$ cat src/rtl/vending_pkg.sv
// Shared vending-machine types: change codes, coin values, state enums and change decode.
// Pure definitions; no timing or flow-control behaviour of its own.
package vending_pkg;

  localparam logic [2:0] CHG_NONE = 3'b000;
  localparam logic [2:0] CHG_5    = 3'b001;
  localparam logic [2:0] CHG_10   = 3'b010;
  localparam logic [2:0] CHG_15   = 3'b011;
  localparam logic [2:0] CHG_20   = 3'b100;

  localparam logic [4:0] NICKEL_VAL  = 5'd5;
  localparam logic [4:0] DIME_VAL    = 5'd10;
  localparam logic [4:0] QUARTER_VAL = 5'd25;

  // Upstream controller state; kept apart from the dispenser enum.
  typedef enum logic [1:0] {
    CTRL_IDLE, CTRL_FIVE, CTRL_TEN, CTRL_FIFTEEN
  } ctrl_state_t;

  typedef enum logic [2:0] {
    DSP_IDLE, DSP_SELECT, DSP_EJECT, DSP_GAP, DSP_DONE, DSP_FAULT
  } disp_state_t;

  typedef enum logic [1:0] {
    COIN_NONE, COIN_DIME, COIN_NICKEL
  } coin_t;

  // Reserved codes 101-111 decode to zero cents.
  function automatic logic [4:0] change_cents(input logic [2:0] code);
    logic [4:0] cents;
    case (code)
      CHG_5:   cents = 5'd5;
      CHG_10:  cents = 5'd10;
      CHG_15:  cents = 5'd15;
      CHG_20:  cents = 5'd20;
      default: cents = 5'd0;
    endcase
    return cents;
  endfunction

endpackage

$ cat src/rtl/eject_timeout.sv
// Watchdog for an outstanding eject request: counts enabled cycles, flags the last allowed one.
// Expired is combinational from the count; counting stops once expired until cleared.
module eject_timeout #(
  parameter int TIMEOUT_CYCLES = 1000
) (
  input  logic clk,
  input  logic rst_n,
  input  logic clear,
  input  logic enable,
  output logic expired
);

  localparam logic [15:0] LAST = 16'(TIMEOUT_CYCLES - 1);

  logic [15:0] count;

  always_ff @(posedge clk or negedge rst_n) begin
    if (!rst_n) begin
      count <= 16'd0;
    end else if (clear) begin
      count <= 16'd0;
    end else if (enable && !expired) begin
      count <= count + 16'd1;
    end
  end

  assign expired = (count == LAST);

endmodule

$ cat src/rtl/change_dispenser.sv
// Turns a soda/change strobe into dime-first coin ejections over a 4-phase req/ack handshake.
// Eject request rises two cycles after soda; soda arriving while busy is dropped and flagged.
module change_dispenser
  import vending_pkg::*;
#(
  parameter int STOCK_W        = 8,
  parameter int DIME_FULL      = 50,
  parameter int NICKEL_FULL    = 100,
  parameter int TIMEOUT_CYCLES = 1000
) (
  input  logic               clk,
  input  logic               rst_n,
  input  logic               soda,
  input  logic [2:0]         change,
  input  logic               eject_ack,
  input  logic               refill,
  input  logic               clear_fault,
  output logic               eject_dime,
  output logic               eject_nickel,
  output logic               busy,
  output logic               done,
  output logic               fault,
  output logic               req_drop,
  output logic [STOCK_W-1:0] dime_cnt,
  output logic [STOCK_W-1:0] nickel_cnt
);

  localparam logic [STOCK_W-1:0] DIME_INIT   = STOCK_W'(DIME_FULL);
  localparam logic [STOCK_W-1:0] NICKEL_INIT = STOCK_W'(NICKEL_FULL);
  localparam logic [STOCK_W-1:0] ONE         = STOCK_W'(1);

  disp_state_t state, state_nxt;
  coin_t       coin, sel_coin;
  logic [4:0]  remaining;
  logic [4:0]  soda_cents;
  logic        expired;

  assign soda_cents = change_cents(change);

  eject_timeout #(.TIMEOUT_CYCLES(TIMEOUT_CYCLES)) u_timeout (
    .clk     (clk),
    .rst_n   (rst_n),
    .clear   (state == DSP_SELECT),
    .enable  (state == DSP_EJECT),
    .expired (expired)
  );

  always_ff @(posedge clk or negedge rst_n) begin
    if (!rst_n) state <= DSP_IDLE;
    else        state <= state_nxt;
  end

  always_comb begin
    state_nxt = state;
    sel_coin  = COIN_NONE;
    case (state)
      DSP_IDLE: begin
        if (soda && soda_cents != 5'd0) state_nxt = DSP_SELECT;
      end
      DSP_SELECT: begin
        if (remaining == 5'd0) begin
          state_nxt = DSP_DONE;
        end else if (remaining >= DIME_VAL && dime_cnt != '0) begin
          sel_coin  = COIN_DIME;
          state_nxt = DSP_EJECT;
        end else if (nickel_cnt != '0) begin
          sel_coin  = COIN_NICKEL;
          state_nxt = DSP_EJECT;
        end else begin
          state_nxt = DSP_FAULT;
        end
      end
      // An ack on the expiry cycle still counts as a delivered coin.
      DSP_EJECT: begin
        if (eject_ack)    state_nxt = DSP_GAP;
        else if (expired) state_nxt = DSP_FAULT;
      end
      DSP_GAP: begin
        if (!eject_ack) state_nxt = DSP_SELECT;
      end
      DSP_DONE:  state_nxt = DSP_IDLE;
      DSP_FAULT: begin
        if (clear_fault) state_nxt = DSP_IDLE;
      end
      default:   state_nxt = DSP_IDLE;
    endcase
  end

  always_ff @(posedge clk or negedge rst_n) begin
    if (!rst_n) begin
      remaining  <= 5'd0;
      coin       <= COIN_NONE;
      dime_cnt   <= DIME_INIT;
      nickel_cnt <= NICKEL_INIT;
      req_drop   <= 1'b0;
    end else begin
      req_drop <= soda && (state != DSP_IDLE);
      case (state)
        DSP_IDLE: begin
          if (soda) begin
            if (soda_cents != 5'd0) remaining <= soda_cents;
          end else if (refill) begin
            dime_cnt   <= DIME_INIT;
            nickel_cnt <= NICKEL_INIT;
          end
        end
        DSP_SELECT: coin <= sel_coin;
        DSP_EJECT: begin
          if (eject_ack) begin
            if (coin == COIN_DIME) begin
              dime_cnt  <= dime_cnt - ONE;
              remaining <= remaining - DIME_VAL;
            end else if (coin == COIN_NICKEL) begin
              nickel_cnt <= nickel_cnt - ONE;
              remaining  <= remaining - NICKEL_VAL;
            end
            coin <= COIN_NONE;
          end
        end
        DSP_FAULT: begin
          if (clear_fault) begin
            remaining <= 5'd0;
            coin      <= COIN_NONE;
          end
        end
        default: ;
      endcase
    end
  end

  assign eject_dime   = (state == DSP_EJECT) && (coin == COIN_DIME);
  assign eject_nickel = (state == DSP_EJECT) && (coin == COIN_NICKEL);
  assign busy         = (state != DSP_IDLE);
  assign done         = (state == DSP_DONE);
  assign fault        = (state == DSP_FAULT);

endmodule

$ cat config.mk
export PLATFORM = sky130hd
export DESIGN_NAME = change_dispenser
export DESIGN_NICKNAME = d
export VERILOG_FILES = /design/src/rtl/vending_pkg.sv /design/src/rtl/eject_timeout.sv /design/src/rtl/change_dispenser.sv
export SDC_FILE = /design/constraint.sdc
export NUM_CORES = 1
export LEC_CHECK = 0
export CAP_MARGIN = 5
export CORE_ASPECT_RATIO = 1.2
export CORE_MARGIN = 1
export CORE_UTILIZATION = 50
export DETAILED_ROUTE_END_ITERATION = 6
export PLACE_DENSITY = 0.84
export SETUP_SLACK_MARGIN = 0.2
export SLEW_MARGIN = 25
export SYNTH_ARGS = -nofsm -noshare
export SYNTH_HDL_FRONTEND = slang
export SYNTH_SLANG_ARGS = --single-unit
$ cat constraint.sdc
create_clock -name clk -period 2.7 [get_ports clk]
set_clock_uncertainty 0.2 [all_clocks]
set_input_delay 0.405 -clock clk [delete_from_list [all_inputs] [get_ports clk]]
set_output_delay 0.405 -clock clk [all_outputs]
set_load 0.03 [all_outputs]
---- Yosys cells after proc, flatten, opt, wreduce, memory -nomap -nowiden ----
Index checks and enable logic that the tools add are counted.
storage, ports and cells
  bits in registers ....................... 43
  input port bits ......................... 9
  output and inout bits ................... 22
  word-level logic and storage cells ...... 96
operators by class
  magnitude comparators ................... 1
  mux-type cells .......................... 36
  equal/unequal tests ..................... 25
  reduce and logical (&&, ||, !) cells .... 22
  add/subtract/negate cells ............... 5
operators by type and width
  operator                                              number
  2-to-1 mux 8 bit                                      9
  2-to-1 mux 16 bit                                     2
  case mux 8 bit (2 select lines)                       2
  2-to-1 mux 5 bit                                      6
  2-to-1 mux 3 bit                                      8
  != test 2 bit (second input constant)                 11
  case mux 5 bit (4 select lines)                       1
  adder 16 x 1 -> 16 bit (second input constant)        1
  == test 16 x 10 -> 1 bit (second input constant)      1
  nonzero test 8 bit                                    2
  subtractor 8 x 1 -> 8 bit (second input constant)     2
  case mux 3 bit (5 select lines)                       1
  case mux 5 bit (3 select lines)                       1
  == test 3 x 2 -> 1 bit (second input constant)        4
  AND reduction 6 bit                                   2
  2-to-1 mux 2 bit                                      5
  == test 3 bit (second input constant)                 3
  nonzero test 3 bit                                    3
  == test 3 x 1 -> 1 bit (second input constant)        2
  logical AND 1 bit                                     6
  != test 3 bit (second input constant)                 2
  case mux 2 bit (3 select lines)                       1
  >= comparator 5 x 4 -> 1 bit (second input constant)  1
  zero test 5 bit                                       1
  11 further kinds                                      12

---- Longest topological paths before layout ----
Gate-level depths: netlist (run 1).
  depth after elaboration ................. 6
  gate-level depth with buffers ........... 8
  depth with buffers taken out ............ 7

---- Cells and area by module ----
Synthesis (run 1) repeated with hierarchy kept, for this count alone.
unflattened totals
  cells, all modules ...................... 291
  area, all modules ....................... 2651.3 um^2
modules (own cells, without submodules)
  module            times used  cells an instance  area each (um^2)  seq. area each (um^2)
  change_dispenser  1           202                1786.7            683.2
  eject_timeout     1           89                 864.6             400.4

---- Least setup slack after synthesis (run 1) ----
OpenSTA, ideal clock, no wires.
  path type ............................... register -> register
  from .................................... register dime_cnt[2]
  to ...................................... register state[1]
  period minus slack after synthesis ...... 2288 ps
  arrival time ............................ 1966 ps
  slack ................................... 412 ps
  stages on the path, launching flop included .. 6
  buffers on the path ..................... 0
  data required time ...................... 2378 ps
  setup time .............................. 122 ps
  cell sequence ........................... dfrtp_1 > or4_4 > or4b_4 > o21ai_4 > nand2_1 > a32o_1
between the ends
  longest elaborated chain between the ends .. 5
RTL lines
  item                             line                     RTL
  start, declared                  change_dispenser.sv:24   output logic [STOCK_W-1:0] dime_cnt,
  start signal, assigned           change_dispenser.sv:111  dime_cnt <= dime_cnt - ONE;
  nonzero test 8 bit               change_dispenser.sv:63   end else if (remaining >= DIME_VAL && dime_cnt != '0) begin
  logical AND 1 bit                change_dispenser.sv:63
  2-to-1 mux 3 bit                 change_dispenser.sv:63
  2-to-1 mux 3 bit                 change_dispenser.sv:61   if (remaining == 5'd0) begin
  case mux 3 bit (5 select lines)  change_dispenser.sv:56   case (state)
  end signal, assigned             change_dispenser.sv:50   else state <= state_nxt;
  end, declared                    change_dispenser.sv:32   disp_state_t state, state_nxt;
Every way passes these cells.
A chain may end at the register's enable or synchronous reset.

---- Final worst setup path (run 1) ----
  from .................................... register state[2]
  to ...................................... output port fault
between the ends
  longest elaborated chain between the ends .. 1
RTL lines
  item           line                     RTL
  == test 3 bit  change_dispenser.sv:135  assign fault = (state == DSP_FAULT);
  end, declared  change_dispenser.sv:22   output logic fault,
Every way passes these cells.

==> results_dict.tcl, run 1 <==
set metrics [dict create \
    fin_crit_ns 2.37 \
    vias_per_cell 5.88 \
    required_ns 2.10 \
    cts_sinks 43 \
    power.leakage_nw 1.29 \
    fmaxAchievable_mhz 421 \
    start_util_pct 52.7 \
    pwr-share-seq_pct 37.6 \
    critPathCaptureType "output port" \
    reg2regPathDepth 5 \
    cp.arrival_ns 1.77 \
    numPortBuffers 30 \
    clock_latency_ns 0.30 \
    num_rows 28 \
    synthArstFlopShare_pct 100 \
    crit_start "state[2]" \
    tns_ns 0 \
    stdcell_area_um2 3060 \
    synth_top_area_share_pct 35.3 \
    drtIter0Drc 108 \
    yosysTopAreaCell "dfrtp_1" \
    r2r-start "state[1]" \
    yosysWarnings 0 \
    dpl_cell_area_um2 2960 \
    antennaDiodeCount 0 \
    fin_crit_sh_pct 87.9 \
    yosysMostFrequentCell "dfrtp_1" \
    r2r_slack_ns 0.39 \
    r2r_end "remaining[0]" \
    track_usage_pct 22.6 \
    endpoint "fault" \
    yosysSeqAreaShare_pct 41.4 \
    antenna_found_initial 0 \
    grt_pass1_wl_mm 9.40 \
    drv_cap 0 \
    die_w_um 68.1 \
    firstDrtPassIters 4 \
    drive_above_1_share_pct 9.40 \
    ir_drop_v 0.000373 \
    area_delta_synth_final_pct 16.8 \
    grt_max_degree 44 \
    ys_types 58 \
    worstSetupStartpointType "flop" \
    criticalPathCategory "flop to output port" \
    comb_power_share_pct 47.8 \
    core_area_um2 4970 \
    cts_tree "done" \
    num_io_pins 31 \
    synth_area_per_cell_um2 9.19 \
    clk_path_buf_depth 2 \
    grt_pass1_vias 2104 \
    netSwitchingFraction_pct 44.3 \
    hp-class "flop to flop" \
    postRouteAntennaNets 0 \
    die_y_um 81.3 \
    finalHoldViolations 0 \
    clock_power_share_pct 14.6 \
    rsz0062_at_grt "false" \
    netlist_area_um2 2620 \
    status "finished clean" \
    drcViolationCount 0 \
    vias 2230 \
    placed_cells 370 \
    p_total_mw 2.82 \
    setup_violations 0 \
    synth_nets 305 \
    synthFlopType "dfrtp_1" \
    slew_violations 0 \
    htreeDepth 2 \
    finalNonFillerCells 379 \
    relSlewSlack_pct 57.5 \
    nets 338 \
    syn-instance-count 285 \
    synth_common_cells "dfrtp_1, nor2_1, nand2_1, inv_1, o21ai_1" \
    p_int_mw 1.57 \
    synth_seq_cells 43 \
    fin_util_pct 61.5 \
    tightest_slew_ns 0.633 \
    cts_buffers 5 \
    overflow 0 \
    wl_mm 5.53 \
    path_max_fanout 16 \
    synth_edf_count 0 \
    p_sw_mw 1.25 \
    clkTransAtPathRegs_ns 0.08 \
    cts_root_buf "clkbuf_8" \
    dp_hpwl_mm 4.02 \
    wl_per_cell_um 14.6 \
    place.gp.congestion 0.880 \
    yosys-top-cells-area "dfrtp_1, dfstp_2, ha_1" \
    powerDensity_nw_per_um2 922 \
    die-area_um2 5530 \
]
## cells in the final DEF, fill, tap and decap left out, drive strengths merged, types with 2 or more instances in the layout
cell,Yosys,layout
a21oi,9,9
a221oi,2,2
a22oi,2,2
a32o,2,2
a32oi,2,2
and2,4,4
and3,4,4
buf,7,8
clkbuf,3,6
clkdlybuf4s50,0,25
dfrtp,37,37
dfstp,6,6
ha,11,11
inv,15,15
nand2,21,21
nand2b,8,8
nand3,11,11
nand4,5,5
nor2,34,34
nor2b,3,3
nor3,9,9
nor3b,3,3
nor4,6,6
nor4b,2,2
o211ai,3,3
o21ai,20,20
o31ai,4,4
o41ai,2,2
or3,5,5
or4,3,3
xnor2,10,10
xor2,11,11
## per-layer routing
layer,vias to the layer above,routed length [um],track usage [%]
met3,10,281,4.63
met2,65,2760,39.1
met4,0,81,8.33
met5,-,0,0
met1,1071,2410,26.9
li1,1084,-,-
## through the flow
step                hold WS (ns)  setup WS (ns)
floorplan                -0.0906          0.412
global placement           0.299          0.378
detailed placement         0.306          0.292
CTS                       0.0777          0.171
global route               0.358          0.204
finish                     0.322          0.327
## how the worst min path moves through the flow
stage | from | to | slack, ns | cells past startpoint
floorplan | rst_n | coin[0] | -0.09 | 0
global placement | u_timeout.count[0] | u_timeout.count[0] | 0.30 | 1
detailed placement | u_timeout.count[0] | u_timeout.count[0] | 0.31 | 1
CTS | rst_n | dime_cnt[7] | 0.08 | 1
global route | u_timeout.count[0] | u_timeout.count[0] | 0.36 | 1
finish | u_timeout.count[0] | u_timeout.count[0] | 0.32 | 1
## area by class of cell
type / instances / area [um^2]
multi-input combinational: 217 / 1420
tap: 60 / 75.1
sequential: 43 / 1090
clock buffer: 6 / 72.6
timing repair buffer: 36 / 342
clock inverter: 2 / 12.5
inverter: 15 / 56.3
fill: 439 / 1910
## state kept, by name, indices dropped and copies added, names as in the netlist
name and flops:
coin 2, dime_cnt 8, req_drop 1, state 3, nickel_cnt 8, u_timeout.count 16, remaining 5
## power by group through the flow
stage          clock network, mW  registers [mW]  logic, mW
3_5_place_dp                   0            1.06       1.35
5_1_grt                    0.454            1.09       1.51
6_report                   0.412            1.06       1.35
2_1_floorplan                  0            1.14      0.848
3_3_place_gp                   0            1.05       1.32
4_1_cts                    0.425            1.05       1.34
## worst max-delay path: stages (launching register included)
cell and delay, ns:
dfrtp_2 0.51, nand2_1 0.13, nor2_1 0.13, clkdlybuf4s50_1 0.68
## cell families after synthesis
family	after synthesis	synth area share [%]
AND/OR/NAND/NOR	126	26.2
AO/OA/AOI/OAI	57	14.7
flip-flops	43	41.4
buffers and inverters	25	4.73
XOR/XNOR	21	7.02
adder cells (fa/ha/maj)	11	5.25
multiplexers	2	0.812
## timing repair
| item | CTS | global route |
|---|---|---|
| gates resized for setup | 3 | 3 |
| endpoints found under the hold margin | 0 | 37 |
| hold buffers | 0 | 1 |
| buffers inserted | 0 | 0 |
| endpoints found under the setup margin | 3 | 8 |
Power figures use the tool's default switching activity.
==> run 2: changes to the inputs <==
Settings changed: CTS_BUF_LIST from default to sky130_fd_sc_hd__clkbuf_16, SLEW_MARGIN 25 to 30.
==> run 2 against run 1 <==
Compared with the run above: fmax is 1.2% higher; final area rose by 1.8%; hold slack worse by 0.0043 ns; global-route usage barely moved; routed wire length about the same; total power rose by 5.8%; largest cell class unchanged; largest power group unchanged.
==> results_dict.tcl, run 2 (synthesis results as in run 1) <==
set metrics [dict create \
    status "finished clean" \
    dp_hpwl_mm 4.02 \
    fin_crit_ns 2.34 \
    required_ns 2.10 \
    hp-class "flop to flop" \
    largest_register "u_timeout.count" \
    dpl_cell_area_um2 2960 \
    numPortBuffers 30 \
    clk_path_buf_depth 2 \
    largest_register_ff_count 16 \
    comb_power_share_pct 45.0 \
    reg_top3 "u_timeout.count (16), dime_cnt (8), nickel_cnt (8)" \
    crit_buf_inv 1 \
    area_delta_synth_final_pct 19.0 \
    drtIter0Drc 105 \
    tightest_slew_ns 0.614 \
    relSlewSlack_pct 58.8 \
    powerDensity_nw_per_um2 958 \
    r2r_slack_ns 0.41 \
    place.gp.congestion 0.880 \
    drcViolationCount 0 \
    clkTransAtPathRegs_ns 0.06 \
    overflow 0 \
    power.leakage_nw 1.32 \
    wl_per_cell_um 14.6 \
    netSwitchingFraction_pct 42.1 \
    final_cell_mix "dfrtp_1, nor2_1, clkdlybuf4s50_1, nand2_1, inv_1" \
    die_w_um 68.1 \
    pwr-share-seq_pct 35.6 \
    cts_buffers 5 \
    num_rows 28 \
    core_area_um2 4970 \
    cts_root_buf "clkbuf_16" \
    cts_tree "done" \
    tns_ns 0 \
    crit_start "state[2]" \
    p_int_mw 1.73 \
    postRouteAntennaNets 0 \
    path_cells "nand2_1, nor2_1, clkdlybuf4s50_1" \
    grt_pass1_vias 2129 \
    nets 338 \
    reg2regPathDepth 5 \
    path_max_fanout 16 \
    r2r_end "remaining[0]" \
    cp.arrival_ns 1.74 \
    grt_use_met1_pct 26.4 \
    grtUsageMet2_pct 40.4 \
    stdcell_area_um2 3120 \
    worstSetupStartpointType "flop" \
    die-area_um2 5530 \
    criticalPathCategory "flop to output port" \
    drive_above_1_share_pct 9.40 \
    critPathTopFamily "buffers and inverters" \
    htreeDepth 2 \
    r2r-start "state[1]" \
    num-fill-cells 423 \
    slew_violations 0 \
    ir_drop_v 0.000331 \
    vias_per_cell 5.91 \
    p_sw_mw 1.26 \
    endpoint "fault" \
    clock_latency_ns 0.28 \
    grt_pass1_wl_mm 9.44 \
    cp.depth 3 \
    start_util_pct 52.7 \
    setup_violations 0 \
    track_usage_pct 22.6 \
    layout_commonest_cell "dfrtp_1" \
    grt_max_degree 44 \
    rsz0062_at_grt "true" \
    grtUsageMet3_pct 4.35 \
    critPathCaptureType "output port" \
    fmaxAchievable_mhz 427 \
    cts_sinks 43 \
    fin_crit_sh_pct 86.8 \
    firstDrtPassIters 4 \
    finalHoldViolations 0 \
    top_usage_layer "met2" \
    crit_slowest_cell "clkdlybuf4s50_1" \
    antenna_found_initial 0 \
    die_y_um 81.3 \
    vias 2239 \
    drv_cap 0 \
    wl_mm 5.53 \
    num_io_pins 31 \
    clock_power_share_pct 19.4 \
    antennaDiodeCount 0 \
    critPathMaxStageDelay_ns 0.68 \
]
run 2: cell count changes in the layout (fill, tap and decap cells not counted), sizes merged:
| cell | change |
|---|---|
| inv | +1 |
| clkbuf | -1 |
run 2: power groups by stage:
stage | combinational, mW | sequential [mW] | clock (mW)
finish | 1.35 | 1.06 | 0.580
global route | 1.51 | 1.09 | 0.618
CTS | 1.35 | 1.05 | 0.594
detailed placement | 1.35 | 1.06 | 0
global placement | 1.32 | 1.05 | 0
floorplan | 0.848 | 1.14 | 0
run 2: what timing repair did:
item                                    in CTS  in global routing
endpoints found under the setup margin       2                  8
buffers inserted                             0                  0
resized for setup                            2                  4
hold buffers                                 0                  1
hold endpoints to repair                     0                 37
run 2: cell type report:
cell class                      count  area [um^2]  area share (%)
Tap cell                           60         75.1            2.41
Sequential cell                    43         1090            34.9
Inverter                           15         56.3            1.81
Clock inverter                      3         16.3           0.522
Clock buffer                        5          125            4.01
Multi-Input combinational cell    217         1420            45.4
Timing Repair Buffer               36          342            11.0
run 2: layer usage:
metal	up-vias	share of wire, %
met3	12	5.9
met4	0	1.9
met1	1063	41
li1	1085	-
met2	79	51
met5	-	0
run 2: per-stage QoR:
step | setup WS (ns) | hold WS [ns] | utilization [%] | power [mW] | std cells
after floorplan | 0.412 | -0.0906 | - | 1.98 | 285
after global placement | 0.378 | 0.299 | 59.4 | 2.37 | 370
after detailed placement | 0.292 | 0.306 | 59.4 | 2.41 | 370
after CTS | 0.196 | 0.107 | 62.3 | 3.00 | 378
after global routing | 0.197 | 0.354 | 62.7 | 3.22 | 379
final | 0.356 | 0.317 | 62.7 | 2.99 | 379
run 2: worst min-delay path by stage:
| stage | start | endpoint | slack, ns | cells after the start |
|---|---|---|---|---|
| floorplan | rst_n | coin[0] | -0.09 | 0 |
| global placement | u_timeout.count[0] | u_timeout.count[0] | 0.30 | 1 |
| detailed placement | u_timeout.count[0] | u_timeout.count[0] | 0.31 | 1 |
| finish | u_timeout.count[0] | u_timeout.count[0] | 0.32 | 1 |
| global route | nickel_cnt[5] | nickel_cnt[5] | 0.35 | 2 |
| CTS | rst_n | dime_cnt[7] | 0.11 | 1 |
